`src/rtl/tip_hello_clock_divgen.sv`:
```
// Multi-channel programmable clock divider with period-aligned divisor updates and a lock gate.
// Define TIP_HELLO_CLOCK_LOCK_WAIT_EN to hold all channels off for LOCK_CYCLES after reset.
module tip_hello_clock_divgen #(
  parameter int NUM_CH      = 3,
  parameter int DIV_WIDTH   = 8,
  parameter int DIV_INIT    = 2,
  parameter int LOCK_CYCLES = 1024,
  localparam int CH_W       = (NUM_CH > 1) ? $clog2(NUM_CH) : 1
) (
  input  logic                 external_clk,
  input  logic                 external_rst,
  input  logic                 cfg_valid,
  output logic                 cfg_ready,
  input  logic [CH_W-1:0]      cfg_ch,
  input  logic [DIV_WIDTH-1:0] cfg_div,
  input  logic [NUM_CH-1:0]    ch_enable,
  output logic [NUM_CH-1:0]    clk_div,
  output logic [NUM_CH-1:0]    clk_tick,
  output logic                 locked
);

  logic [NUM_CH-1:0] pending;

  // Out-of-range channel indices fall through to ready so such writes are silently dropped.
  always_comb begin
    cfg_ready = 1'b1;
    for (int i = 0; i < NUM_CH; i++) begin
      if (cfg_ch == CH_W'(i)) cfg_ready = !pending[i];
    end
  end

  for (genvar g = 0; g < NUM_CH; g++) begin : g_ch
    logic [DIV_WIDTH-1:0] div_q;
    logic [DIV_WIDTH-1:0] shadow_q;
    logic [DIV_WIDTH-1:0] cnt_q;
    logic [DIV_WIDTH:0]   half;
    logic                 pend_q;
    logic                 div_r;
    logic                 tick_r;
    logic                 run;
    logic                 wrap;
    logic                 wr_en;

    assign half  = ({1'b0, div_q} + (DIV_WIDTH+1)'(1)) >> 1;
    assign run   = locked && ch_enable[g] && (div_q != '0);
    assign wrap  = (cnt_q == div_q - DIV_WIDTH'(1));
    assign wr_en = cfg_valid && !pend_q && (cfg_ch == CH_W'(g));

    assign pending[g]  = pend_q;
    assign clk_div[g]  = div_r;
    assign clk_tick[g] = tick_r;

    // A new divisor only lands on a period boundary while running, so no period is ever cut short.
    always_ff @(posedge external_clk or posedge external_rst) begin
      if (external_rst) begin
        div_q    <= DIV_WIDTH'(DIV_INIT);
        shadow_q <= DIV_WIDTH'(DIV_INIT);
        pend_q   <= 1'b0;
        cnt_q    <= '0;
        div_r    <= 1'b0;
        tick_r   <= 1'b0;
      end else begin
        if (wr_en) begin
          shadow_q <= cfg_div;
          pend_q   <= 1'b1;
        end else if (pend_q && (!run || wrap)) begin
          div_q  <= shadow_q;
          pend_q <= 1'b0;
        end

        if (run) begin
          tick_r <= (cnt_q == '0);
          div_r  <= ({1'b0, cnt_q} < half);
          cnt_q  <= wrap ? '0 : cnt_q + DIV_WIDTH'(1);
        end else begin
          tick_r <= 1'b0;
          div_r  <= 1'b0;
          cnt_q  <= '0;
        end
      end
    end
  end

  // Empty marker block that only elaborates for out-of-range parameters.
  if (NUM_CH < 1 || NUM_CH > 8 || LOCK_CYCLES < 1) begin : g_bad_params
  end

`ifdef TIP_HELLO_CLOCK_LOCK_WAIT_EN
  localparam int LK_W = (LOCK_CYCLES > 1) ? $clog2(LOCK_CYCLES) : 1;

  typedef enum logic [1:0] {
    LK_WAIT,
    LK_COUNT,
    LK_LOCKED
  } lock_state_t;

  lock_state_t     lock_state;
  logic [LK_W-1:0] lock_cnt;

  // Once LOCKED the gate stays open until the next reset.
  always_ff @(posedge external_clk or posedge external_rst) begin
    if (external_rst) begin
      lock_state <= LK_WAIT;
      lock_cnt   <= '0;
      locked     <= 1'b0;
    end else begin
      case (lock_state)
        LK_WAIT: begin
          lock_state <= LK_COUNT;
          lock_cnt   <= '0;
        end
        LK_COUNT: begin
          if (lock_cnt == LK_W'(LOCK_CYCLES - 1)) begin
            lock_state <= LK_LOCKED;
            locked     <= 1'b1;
          end else begin
            lock_cnt <= lock_cnt + LK_W'(1);
          end
        end
        LK_LOCKED: locked <= 1'b1;
        default: begin
          lock_state <= LK_WAIT;
          locked     <= 1'b0;
        end
      endcase
    end
  end
`else
  always_ff @(posedge external_clk or posedge external_rst) begin
    if (external_rst) locked <= 1'b0;
    else              locked <= 1'b1;
  end
`endif

endmodule

```
`config.mk`:
```
export PLATFORM = sky130hd
export DESIGN_NAME = tip_hello_clock_divgen
export DESIGN_NICKNAME = d
export VERILOG_FILES = /design/src/rtl/tip_hello_clock_divgen.sv
export SDC_FILE = /design/constraint.sdc
export NUM_CORES = 1
export LEC_CHECK = 0
export CAP_MARGIN = 20
export CORE_MARGIN = 2
export CORE_UTILIZATION = 40
export DETAILED_ROUTE_END_ITERATION = 16
export PLACE_DENSITY_LB_ADDON = 0.15
export SETUP_SLACK_MARGIN = 0.2
export SKIP_LAST_GASP = 1
export SLEW_MARGIN = 40
export SYNTH_ARGS = -nofsm -noshare
export SYNTH_HDL_FRONTEND = slang
export SYNTH_SLANG_ARGS = --single-unit
```
`constraint.sdc`:
```
create_clock -name external_clk -period 3.1 [get_ports external_clk]
set_clock_uncertainty 0.15 [all_clocks]
set_input_delay 0.31 -clock external_clk [delete_from_list [all_inputs] [get_ports external_clk]]
set_output_delay 0.31 -clock external_clk [all_outputs]
set_load 0.01 [all_outputs]
```
==> metrics.md, run 1 <==
| Metric | Value |
|---|---|
| Starting Density | 40.6% |
| Levels on crit path | 9 |
| Final Worst Setup Slack | 0.290 ns |
| Cell Chain, Critical Path | inv_2, ha_4, o21ba_1, a221oi_2, a41oi_1, or4_4, a41oi_4, buf_12, mux2_2 |
| Yosys top cell area share | 37.6% |
| Power Density | 770 nW/um^2 |
| Post-synth EDFFs | 0 |
| ANT cells | 0 |
| Ys Warns | 0 |
| Mapped cell area | 5060 sq um |
| Slew HR | 62.3% |
| DRT iter0 DRCs | 140 |
| Vias | 3559 |
| Inserted Clock Buffers | 9 |
| Setup slack, reg-to-reg | 0.29 ns |
| Max FO, Critical Path | 8 |
| Dpl cell area | 5440 sq um |
| Internal power | 2.89 mW |
| First-pass GRT wire length | 17500 um |
| Tmin final | 2.81 ns |
| Hold/Removal Path Class | in2async |
| Vias/cell | 5.22 |
| Final worst path period share | 90.7% |
| Critical path arrival | 2.88 ns |
| Final Hold Fails | 0 |
| Hold buffers post-CTS | 0 |
| Clock transition at path regs | 0.06 ns |
| Row cnt | 41 |
| Synth area leaders | dfrtp_1 38%, mux2_2 9.3%, ha_1 8.9% |
| DIE AREA | 13600 sq um |
| Core footprint | 12500 sq um |
| Buf+Inv Stages, Crit Path | 2 |
| Number of global-route vias before repair | 3424 |
| Die H | 116 um |
| R2r worst-path depth | 9 |
| Ys async rst share | 100% |
| Met3 Resource Use GR | 3.79% |
| Worst-Margin Slew | 0.560 ns |
| Total of fill cells in the finished design | 1178 |
| Clock sink total | 82 |
| Largest net degree at the start of global routing | 43 |
| Post-route ant nets | 0 |
| Total GRT Usage | 16.8% |
| Net Switching | 1.58 mW |
| Final setup viols | 0 |
| CTS max path bufs | 2 |
| Final net count | 557 |
| Area grow syn2layout | 14.7% |
| CTS root buf | clkbuf_16 |
| Mapped Nets | 541 |
| Insertion delay to the later sink of the worst-skew pair | 0.34 ns |
| Flop pwr share | 39.0% |
| Yosys reg bits | 82 |
| GR Layer Usage met1 | 24.6% |
| Most used routing layer | met2 |
| Crit-path leading delay family | compound AO/OA/AOI/OAI gates |
| Combinational share of power | 35.9% |
| Port-buffer cells | 23 |
| Fmax | 356 MHz |
| WL/cell | 15.7 um |
| Peak VDD IR | 289 uV |
| Total Power | 4.47 mW |
| Leak Pwr | 2.48 nW |
| Slowest-stage cell, CP | dfstp_2 |
| CTS tree | done |
| Post-DP HPWL | 7680 um |
| DR DRC count | 0 |
| Status | finished clean |
| Switch share | 35.3% |
| Critical path required time | 3.17 ns |
| H-Tree Depth | 3 |
| Crit end category | flip-flop |
| DP Cell Count | 665 |
| RR Startpoint | g_ch[0].div_q[1]$_DFFE_PP1P_ |
| Post-Layout Cell Count | 682 |
| RSZ-0062 raised after global routing | no |
| Max-Cap Viols | 0 |
| Top_reg_cell synth | dfrtp_1 |
| Routability cong. | 0.820 |
| Share of cells above drive strength 1 | 18.0% |
| Initial antenna violation count | 1 |
| I/O pin count | 24 |
| Post-Route WL | 10700 um |
| Setup WS pre-CTS | 0.109 ns |
| Sequential area share after synthesis | 40.7% |
| Final Slew Violations | 0 |
| DRT Pass-1 Iters | 4 |
| Critical path class | reg2reg |
| Cell variety after synth | 56 |
| Mapped Avg Cell Area | 10.3 sq um |
| WHS | 0.0702 ns |
| Clock power frac | 25.1% |
| Global-route met2 utilization | 24.9% |
| End-of-flow core utilization | 46.6% |
| Final instance area | 5800 sq um |
| Terminus of the critical flop-to-flop path | g_ch[0].div_q[5]$_DFFE_PP0P_ |
| Crit start category | flip-flop |
| Fin Setup TNS | 0 ns |
| Cell taking the most area after synthesis | dfrtp_1 |
| Die Width | 116 um |
| CP peak stage delay | 0.53 ns |
| Grt ovf | 0 |
| Cell count after synthesis | 489 |
[cells in the mapped netlist, types with 2 or more instances]
master and count:
dfrtp_1 76, mux2_2 42, nor2_1 42, xnor2_1 37, ha_1 36, xor2_1 30
nand2_1 25, nand3_1 25, inv_1 23, clkbuf_1 19, nor3_1 13, and3_1 8
a31oi_1 7, buf_4 7, o21bai_1 7, a21o_1 6, dfstp_2 6, nand4_1 6
o21ai_0 6, a211o_1 4, a211oi_1 4, a221o_1 4, a32o_1 4, nor4b_1 4
nand2b_1 3, nor2b_1 3, nor4_1 3, a21oi_1 2, a221oi_1 2, and3b_1 2
and4_1 2, buf_1 2, buf_2 2, mux2i_1 2, nor4b_2 2, o21ai_1 2
or2_2 2
[worst max path at each step]
stage	to	slack, ns	startpoint
2_1_floorplan	g_ch[0].div_q[0]$_DFFE_PP0P_	0.21	g_ch[0].div_q[1]$_DFFE_PP1P_
3_3_place_gp	g_ch[0].div_q[0]$_DFFE_PP0P_	0.17	g_ch[0].div_q[1]$_DFFE_PP1P_
3_5_place_dp	g_ch[0].div_q[7]$_DFFE_PP0P_	0.11	g_ch[0].div_q[1]$_DFFE_PP1P_
4_1_cts	g_ch[1].div_q[3]$_DFFE_PP0P_	0.20	g_ch[1].div_q[1]$_DFFE_PP1P_
5_1_grt	g_ch[0].div_q[4]$_DFFE_PP0P_	0.19	g_ch[0].div_q[1]$_DFFE_PP1P_
6_report	g_ch[0].div_q[5]$_DFFE_PP0P_	0.29	g_ch[0].div_q[1]$_DFFE_PP1P_
[cell usage in the layout, fill, tap and decap left out, types with 6 or more instances in the layout]
cell             Yosys  layout
dfrtp_1             76      76
mux2_2              42      42
nor2_1              42      42
xnor2_1             37      37
ha_1                36      34
xor2_1              30      30
nand2_1             25      25
nand3_1             25      25
clkdlybuf4s50_1      0      23
inv_1               23      21
nor3_1              13      13
buf_4                7      12
clkbuf_16            0       9
and3_1               8       8
o21bai_1             7       7
a31oi_1              7       7
nand4_1              6       6
o21ai_0              6       6
a21o_1               6       6
dfstp_2              6       6
[routing by layer]
layer  part of all wire [%]  wire, um  vias to the layer above
met1                     51      5500                     1767
li1                       -         -                     1737
met4                    1.2       125                        0
met2                     44      4750                       45
met3                    2.9       312                       10
met5                      0         0                        -
[logic make-up (layout without fill, tap and decap cells)]
group	Yosys count	after routing	synth area share (%)
DFF	82	82	40.7
AOI/OAI and AO/OA	60	60	9.65
buffers and inverters	54	75	4.72
muxes	44	44	9.75
and+or+nand+nor	145	145	14.6
xor gates and xnor gates	67	67	11.6
adders and majority gates	36	36	8.90
other	1	1	0.0741
[power groups by stage]
stage / logic (mW) / clock network, mW / registers [mW]
CTS: 1.56 / 1.16 / 1.73
floorplan: 1.49 / 0 / 1.45
detailed placement: 1.54 / 0 / 1.75
global route: 1.80 / 1.21 / 1.80
global placement: 1.50 / 0 / 1.75
finish: 1.60 / 1.12 / 1.74
[repair_timing]
item,CTS,global route
endpoints found under the hold margin,0,0
pin swaps,1,3
resized for setup,1,6
buffers inserted,0,1
cloned,0,0
endpoints found under the setup margin,8,16
[cell type report]
class | instances | area (sq um) | area share (%)
multi-input cells | 353 | 2790 | 48.1
well taps | 172 | 215 | 3.71
repair buffers | 36 | 340 | 5.86
flip-flops and latches | 82 | 2060 | 35.5
inverters | 23 | 87.6 | 1.51
clock buffers | 11 | 233 | 4.01
clock inverters | 5 | 78.8 | 1.36
[flip-flops by register name (all words and copies together), names as in the netlist]
signal and flops:
g_ch.pend_q 3, g_ch.shadow_q 24, g_ch.tick_r 3, g_ch.div_r 3, g_ch.cnt_q 24, locked 1, g_ch.div_q 24
No activity file was read; power rests on OpenSTA's default activity.
==> inputs of run 2 (changes only) <==
Settings changed: DONT_BUFFER_PORTS set to 1, SLEW_MARGIN 40 to not set.
==> metrics.md, run 2 (synthesis gave the netlist of run 1 again) <==
| Metric | Value |
|---|---|
| Status | finished clean |
| Tmin final | 2.80 ns (-0.0127 ns) |
| Vias/cell | 5.27 (+0.96%) |
| Max-Cap Viols | 0 (unchanged) |
| Post-DP HPWL | 7770 um (+1.1%) |
| Routability cong. | 0.852 (+3.9%) |
| Critical path required time | 3.18 ns (about the same) |
| DP Cell Count | 643 (-3.3%) |
| Die H | 116 um (unchanged) |
| Critical path class | reg2reg |
| Vias | 3530 (-0.81%) |
| Power Density | 781 nW/um^2 (+1.5%) |
| CTS max path bufs | 2 (unchanged) |
| Total GRT Usage | 17.0% (+0.16 points) |
| WL/cell | 15.8 um (+1.0%) |
| Initial antenna violation count | 0 (-1) |
| Inserted Clock Buffers | 9 (unchanged) |
| Final instance area | 5700 sq um (-1.8%) |
| Port-buffer cells | 0 (-100%) |
| Crit start category | flip-flop |
| I/O pin count | 24 (unchanged) |
| Grt ovf | 0 (unchanged) |
| Max FO, Critical Path | 8 (unchanged) |
| Die Width | 116 um (unchanged) |
| Post-Route WL | 10600 um (-0.78%) |
| RSZ-0062 raised after global routing | no |
| Leak Pwr | 2.44 nW (-1.4%) |
| Number of global-route vias before repair | 3404 (-0.58%) |
| Final net count | 545 (-2.2%) |
| CTS tree | done |
| Insertion delay to the later sink of the worst-skew pair | 0.35 ns (about the same) |
| Final setup viols | 0 (unchanged) |
| Total Power | 4.45 mW (-0.34%) |
| CTS root buf | clkbuf_16 |
| WHS | 0.0306 ns (-0.0396 ns) |
| DR DRC count | 0 (unchanged) |
| Final Slew Violations | 0 (unchanged) |
| Total of fill cells in the finished design | 1168 (-0.85%) |
| Area grow syn2layout | 12.7% |
| Critical path arrival | 2.88 ns (about the same) |
| DRT Pass-1 Iters | 6 (+2) |
| Fmax | 357 MHz (+0.46%) |
| Dpl cell area | 5230 sq um (-3.9%) |
| H-Tree Depth | 3 (unchanged) |
| End-of-flow core utilization | 45.7% (-0.82 points) |
| Worst-Margin Slew | 0.671 ns (+0.110 ns) |
| Clock sink total | 82 (unchanged) |
| Clock transition at path regs | 0.06 ns (about the same) |
| Final worst path period share | 90.2% (-0.41 points) |
| Starting Density | 40.6% (unchanged) |
| Final Hold Fails | 0 (unchanged) |
| Fin Setup TNS | 0 ns (unchanged) |
| Peak VDD IR | 298 uV (+3.3%) |
| Largest net degree at the start of global routing | 47 (+9.3%) |
| DRT iter0 DRCs | 168 (+20%) |
| Row cnt | 41 (unchanged) |
| Share of cells above drive strength 1 | 19.5% (+1.4 points) |
| Slowest-stage cell, CP | dfstp_2 |
| Crit end category | flip-flop |
| Hold/Removal Path Class | in2reg |
| Final Worst Setup Slack | 0.302 ns (+0.0127 ns) |
| Core footprint | 12500 sq um (unchanged) |
| Post-route ant nets | 0 (unchanged) |
| First-pass GRT wire length | 17700 um (+1.5%) |
| CP peak stage delay | 0.53 ns (about the same) |
| DIE AREA | 13600 sq um (unchanged) |
| Commonest cells after routing, fill and taps aside | 76 x dfrtp_1, 42 x nor2_1, 41 x mux2_2 |
| Most common cell after layout, fill and taps aside | dfrtp_1 |
| ANT cells | 0 (unchanged) |
| Cell Chain, Critical Path | inv_2, ha_4, o21ba_1, a221oi_2, a41oi_2, or4_4, a41oi_4, buf_12, mux2_2 |
| Largest regs | g_ch.cnt_q (24), g_ch.div_q (24), g_ch.shadow_q (24) |
| Setup WS pre-CTS | 0.0900 ns (-0.0193 ns) |
| Post-Layout Cell Count | 670 (-1.8%) |
| Slew HR | 55.2% (-7.1 points) |
[run 2: cell types whose count changed in the layout (fill, tap and decap cells not counted), moves of 2 or more]
cell,before,now
dlygate4sd3_1,0,9
inv_6,0,3
clkinv_2,3,1
clkbuf_1,2,0
clkdlybuf4s50_1,23,0
[run 2: final timing paths]
kind	cells after the start	to	start	slack, ns
min in group asynchronous	2	g_ch[0].cnt_q[3]$_DFF_PP0_	external_rst	0.35
worst max register to register	9	g_ch[0].div_q[2]$_DFFE_PP0P_	g_ch[0].div_q[1]$_DFFE_PP1P_	0.30
max in group asynchronous	3	g_ch[1].div_q[1]$_DFFE_PP1P_	external_rst	1.73
worst min register to register	1	g_ch[2].div_q[6]$_DFFE_PP0P_	g_ch[2].shadow_q[6]$_DFFE_PP0P_	0.34
worst min-delay path	2	g_ch[0].tick_r$_DFF_PP0_	ch_enable[0]	0.03
worst max-delay path	9	g_ch[0].div_q[2]$_DFFE_PP0P_	g_ch[0].div_q[1]$_DFFE_PP1P_	0.30
[run 2: area by class of cell]
type                       count  area (sq um)  area share, %
multi-input combinational    353          2800           49.1
sequential                    82          2060           36.1
timing repair buffer          24           228           3.99
clock buffer                   9           225           3.95
tap                          172           215           3.78
inverter                      23          87.6           1.54
clock inverter                 7          85.1           1.49
[run 2: where the power goes]
group / internal, mW / total, mW / switching (mW)
clock network: 0.641 / 1.12 / 0.478
registers: 1.32 / 1.72 / 0.393
logic: 0.864 / 1.62 / 0.753
total: 2.83 / 4.45 / 1.62
[run 2: timing repair]
item | in CTS | in global routing
buffers inserted | 0 | 2
pin swaps | 2 | 4
gates cloned | 0 | 0
endpoints found under the setup margin | 15 | 16
hold buffers | 9 | 0
resized for setup | 2 | 7
hold endpoints to repair | 56 | 0
[run 2: worst max-delay path: cells and delay by family, from the launching register on]
kind                     cells  cell delay, ns
adder cells (fa/ha/maj)      1            0.17
AND/OR/NAND/NOR              1            0.52
buffers and inverters        2            0.21
AO/OA/AOI/OAI                4            0.77
multiplexers                 1            0.32
flip-flops                   1            0.53
[run 2: layer usage]
layer	up-vias	global-route usage (%)	share of wire [%]
met5	-	0	0
met4	0	6.90	2.1
met3	17	3.17	3.2
met2	59	24.1	42
met1	1730	25.4	52
li1	1724	-	-
==> variant 1 (settings of run 1) <==
`DIV_WIDTH`: 8 -> 10.
--- a/src/rtl/tip_hello_clock_divgen.sv
+++ b/src/rtl/tip_hello_clock_divgen.sv
@@ -2,7 +2,7 @@
 // Define TIP_HELLO_CLOCK_LOCK_WAIT_EN to hold all channels off for LOCK_CYCLES after reset.
 module tip_hello_clock_divgen #(
   parameter int NUM_CH      = 3,
-  parameter int DIV_WIDTH   = 8,
+  parameter int DIV_WIDTH   = 10,
   parameter int DIV_INIT    = 2,
   parameter int LOCK_CYCLES = 1024,
   localparam int CH_W       = (NUM_CH > 1) ? $clog2(NUM_CH) : 1
Ports: changed (resized cfg_div); port bits go from 24 to 26. The function was not compared with the original's and may differ.
==> variant 1 against run 1 <==
  * Total power is 0.58% lower
  * Synthesized area grew 36%
  * Final area is 32% higher
  * Worst setup slack improved by 0.033 ns
  * Critical path depth unchanged
  * Sequential power grew 5%
  * Sequential cell count up 18
  * Wire length rose by 58%
==> variant 1: results (changes against run 1) <==
* Fraction of area in clock buffers and inverters at 4.01% (-1.4 points)
* NumNets Final at 784 (+41%)
* Number of global-route vias before repair at 5368 (+57%)
* Met1 Routed Length at 8.33 mm (+51%)
* Global-route track usage on met1 at 27.5% (+2.9 points)
* Met2 track demand over resource at 30.1% (+5.2 points)
* Total Routed Length at 16.9 mm (+58%)
* Top flop regs: g_ch.cnt_q: 30 flops, g_ch.div_q: 30 flops, g_ch.shadow_q: 30 flops
* Share of the synthesized area in the top cell type at 34.3% (-3.3 points)
* Worst min-delay path class: input pin to asynchronous set/reset pin
* Post-Layout Cell Count at 952 (+40%)
* Synthesized-area fraction occupied by xor and xnor cells at 11.0% (-0.57 points)
* Routed wire length on met3 at 754 µm (+140%)
* First-pass GRT wire length at 28.0 mm (+60%)
* Vias at 5343 (+50%)
* Leading cell types by count after synthesis: dfrtp_1 (94), nand2_1 (63), xnor2_1 (49)
* Fraction of layout instances using a drive strength above 1 at 15.2% (-2.9 points)
* Number of clock buffer instances in the layout at 9 (-2)
* Most used standard cell by instance count after synthesis: dfrtp_1
* DR iter-0 viols at 464 (+230%)
* Maximum number of pins on one net before global-route repair at 66 (+53%)
* Final-layout fill cell count at 1606 (+36%)
* Sink count of the clock tree at 100 (+22%)
* Detail Placement HPWL at 12.2 mm (+58%)
* Cell variety after synth at 67 (+20%)
* Synthesized-area fraction occupied by adder cells at 7.11% (-1.8 points)
* Worst slew slack as a fraction of its limit at 56.4% (-5.9 points)
* Number of cells produced by synthesis at 722 (+48%)
* DR pass1 iterations at 4 (unchanged)
* Fraction of area in registers at 32.7% (-2.8 points)
* Worst IR drop on VDD at 0.286 mV (-0.92%)
* Clock latency of the later-clocked register in the worst-skew pair at 0.36 ns (+0.02 ns)
* Static leakage at 3.28 nW (+32%)
* H-Tree Level Count at 3 (unchanged)
* Outcome: completed
* Max FO, Critical Path at 12 (+4)
* Portion of netlist area occupied by mux cells at 7.26% (-2.5 points)
* Synth Area in Compound Gates at 15.0% (+5.3 points)
* Non-clock buffer share at 5.88% (+0.018 points)
* Routability cong. at 0.872 (+6.4%)
* Met3 capacity usage during global routing at 4.17% (+0.38 points)
* Cell types occupying the most area after synthesis: dfrtp_1 (34%), ha_1 (7.1%), xnor2_1 (6.3%)
* Number of cells after detailed placement at 935 (+41%)
* Overall Global Routing Usage at 19.3% (+2.5 points)
* Internal power consumption at 2.87 mW (-0.70%)
* Arrival time reported for the critical path endpoint at 2.83 ns (-0.05 ns)
* Layout buffer count excluding clock buffers at 48 (+33%)
* Signal inverters at 32 (+39%)
* Fraction of standard cell area in multi-input logic at 52.2% (+4.1 points)
* Multi-input combinational gate total at 536 (+52%)
* Met2 wire len at 7.70 mm (+62%)
* Diode count at 0 (unchanged)
* Antenna violations before repair at 0 (-1)
* Fraction of the yosys area taken by sequential cells at 36.6% (-4.1 points)
* Clock slew seen by the registers of the worst setup and hold paths at 0.08 ns (+0.02 ns)
* Count of port buffers added during placement at 25 (+8.7%)
variant 1: metrics by stage:
stage / power (mW) / area [µm²] / setup WS, ns / hold slack (ns) / util, %
floorplan: 2.94 / 6870 / 0.438 / 0.312 / -
global placement: 3.19 / 7310 / 0.251 / 0.338 / 43.8
detailed placement: 3.22 / 7320 / 0.305 / 0.344 / 43.8
CTS: 4.46 / 7620 / 0.268 / 0.243 / 45.7
global route: 4.73 / 7680 / 0.163 / 0.288 / 46.0
finish: 4.44 / 7680 / 0.323 / 0.234 / 46.0
variant 1: path summary, 6_finish.rpt:
kind	start	slack (ns)	end	cells past startpoint
worst max-delay path	g_ch[2].div_q[0]	0.32	g_ch[2].div_q[9]	9
worst min register to register	g_ch[0].shadow_q[2]	0.35	g_ch[0].div_q[2]	1
worst min-delay path	external_rst	0.23	g_ch[1].cnt_q[1]	2
worst max register to register	g_ch[2].div_q[0]	0.32	g_ch[2].div_q[9]	9
max in group asynchronous	external_rst	1.78	g_ch[0].div_q[1]	3
min in group external_clk	g_ch[0].shadow_q[2]	0.35	g_ch[0].div_q[2]	1
variant 1: what timing repair did:
item | in CTS | in global routing
buffers inserted | 0 | 1
hold buffers | 0 | 0
endpoints found under the setup margin | 0 | 22
resized for setup | 0 | 10
variant 1: power by group through the flow:
stage	combinational, mW	clock, mW	sequential, mW
5_1_grt	1.58	1.28	1.87
6_report	1.41	1.21	1.82
3_3_place_gp	1.35	0	1.84
2_1_floorplan	1.29	0	1.65
3_5_place_dp	1.38	0	1.84
4_1_cts	1.40	1.24	1.82
variant 1: worst max-delay path: stages (launching register included):
cell and delay [ns]:
dfrtp_1 0.40, inv_1 0.13, ha_1 0.23, nor3b_2 0.35, a21oi_1 0.15, o41a_1 0.38
o31a_1 0.29, buf_4 0.27, a21oi_1 0.13, o311ai_0 0.13
==> variant 2 (flow settings as in run 1) <==
Made on the original files. Register the input `cfg_div` before use, without a reset. The logic sees it one clock later. The other inputs are not delayed to match.
--- a/src/rtl/tip_hello_clock_divgen.sv
+++ b/src/rtl/tip_hello_clock_divgen.sv
@@ -18,6 +18,12 @@
   output logic [NUM_CH-1:0]    clk_tick,
   output logic                 locked
 );
+
+  logic [DIV_WIDTH-1:0] cfg_div_q;
+
+  always_ff @(posedge external_clk) begin
+    cfg_div_q <= cfg_div;
+  end
 
   logic [NUM_CH-1:0] pending;
 
@@ -61,7 +67,7 @@
         tick_r   <= 1'b0;
       end else begin
         if (wr_en) begin
-          shadow_q <= cfg_div;
+          shadow_q <= cfg_div_q;
           pend_q   <= 1'b1;
         end else if (pend_q && (!run || wrap)) begin
           div_q  <= shadow_q;
Formal check against the unedited RTL: not equivalent (a bounded check fails within 4 cycles, from zero or initial values and one cycle with external_rst high).
==> variant 2 against run 1 <==
  * Worst setup slack gained 0.12 ns
  * Global-route usage is 0.63 points lower
  * Cell count fell by 1.3%
  * Total power is 0.93% lower
  * Highest routed layer unchanged
  * Sequential cell count is 8 higher
  * Sequential share of layout area rose by 2.0 points
  * Synthesized area increased by 3.8%
  * First-iteration DRC count grew 51%
  * Final area increased by 2.0%
  * Wire length decreased by 2.3%
  * Largest power group unchanged
  * Synthesized cell count shrank 1.2%
  * Critical path depth down 1
  * Combinational power fell by 6%
==> variant 2: results (changes against run 1) <==
* Cells on worst reg2reg path at 8 (-1)
* Placement Cell Area at 0.00563 mm² (+3.5%)
* Proportion of register bits with asynchronous set or reset after synthesis at 91.1% (-8.9 points)
* Average wire length per cell after detail routing at 15.5 µm (-1.0%)
* Outcome: completed
* Fraction of the yosys area taken by sequential cells at 42.3% (+1.6 points)
* Static leakage at 2.59 nW (+4.7%)
* First-pass GRT wire length at 18.1 mm (+3.4%)
* Number of cells after detailed placement at 657 (-1.2%)
* Number of cells produced by synthesis at 483 (-1.2%)
* Leading cell types by count after synthesis: dfrtp_1 (76), xor2_1 (40), ha_1 (36)
* Arrival time reported for the critical path endpoint at 2.76 ns (-0.12 ns)
* Final-layout fill cell count at 1238 (+5.1%)
* Max FO, Critical Path at 9 (+1)
* DR iter-0 viols at 211 (+51%)
* Sw Pwr at 1.61 mW (+2.4%)
* Worst IR drop on VDD at 0.320 mV (+11%)
* Pre-CTS setup slack at 0.416 ns (+0.307 ns)
* Detail Placement HPWL at 7.64 mm (-0.56%)
* Number of global-route vias before repair at 3458 (+0.99%)
* Maximum number of pins on one net before global-route repair at 41 (-4.7%)
* Post-Layout Cell Count at 673 (-1.3%)
* Reg-to-reg endpoint: g_ch[0].div_q[7]
* Post-synthesis net count at 535 (-1.1%)
* Smallest setup slack after layout at 0.411 ns (+0.122 ns)
variant 2: changes by cell type after synthesis, sizes merged, moves of 6 or more:
cell	delta
xnor2	-9
nand2	-8
mux2	+6
nand3	+8
xor2	+10
nor2	-9
dfxtp	+8
variant 2: layout make-up:
cell class              instances  area share (%)
multi-input cells             346            47.7
flip-flops and latches         90            37.5
repair buffers                 31            5.11
clock buffers                  10            4.04
well taps                     172            3.63
inverters                      18            1.16
clock inverters                 6           0.803
variant 2: worst min-delay path by stage:
stage	slack, ns	endpoint	start
after CTS	0.16	g_ch[1].div_r	external_rst
after global placement	0.32	g_ch[2].div_q[4]	g_ch[2].shadow_q[4]
after global routing	0.21	g_ch[1].div_r	external_rst
after detailed placement	0.32	g_ch[2].div_q[0]	g_ch[2].shadow_q[0]
after floorplan	0.19	cfg_div_q[0]	cfg_div[0]
final	0.15	g_ch[2].cnt_q[5]	external_rst
variant 2: cells by family after synthesis:
family / after synthesis / share of synthesized area [%]
xor+xnor: 68 / 11.3
buf+inv: 47 / 4.00
other cells: 1 / 0.0714
flops: 90 / 42.3
fa+ha+maj: 36 / 8.58
compound gates: 50 / 7.67
mux: 50 / 11.2
simple gates: 141 / 14.8
variant 2: what timing repair did:
item,4_1_cts,5_1_grt
setup endpoints to repair,0,3
buffers inserted,0,0
gates resized for setup,0,2
hold buffers,0,0
variant 2: worst register-to-register path: stages, from the launching register on:
cell      delay (ns)
dfstp_2         0.59
inv_1           0.09
ha_1            0.32
o21ba_2         0.25
a221oi_1        0.29
a41o_1          0.12
nand4_1         0.12
a21o_2          0.32
mux2_1          0.33
variant 2: power groups by stage:
stage | registers [mW] | logic (mW) | clock network, mW
after floorplan | 1.59 | 1.49 | 0
after global placement | 1.89 | 1.46 | 0
after detailed placement | 1.90 | 1.50 | 0
after CTS | 1.88 | 1.51 | 1.08
after global routing | 1.94 | 1.68 | 1.14
final | 1.88 | 1.50 | 1.05
variant 2: per-layer routing:
metal  up-vias  track usage, %  wire, µm  part of all wire [%]
li1       1711               -         -                     -
met1      1726            22.6      4930                    47
met2        64            24.4      4890                    47
met3        16            3.19       408                   3.9
met4         0            7.07       211                   2.0
met5         -               0         0                     0
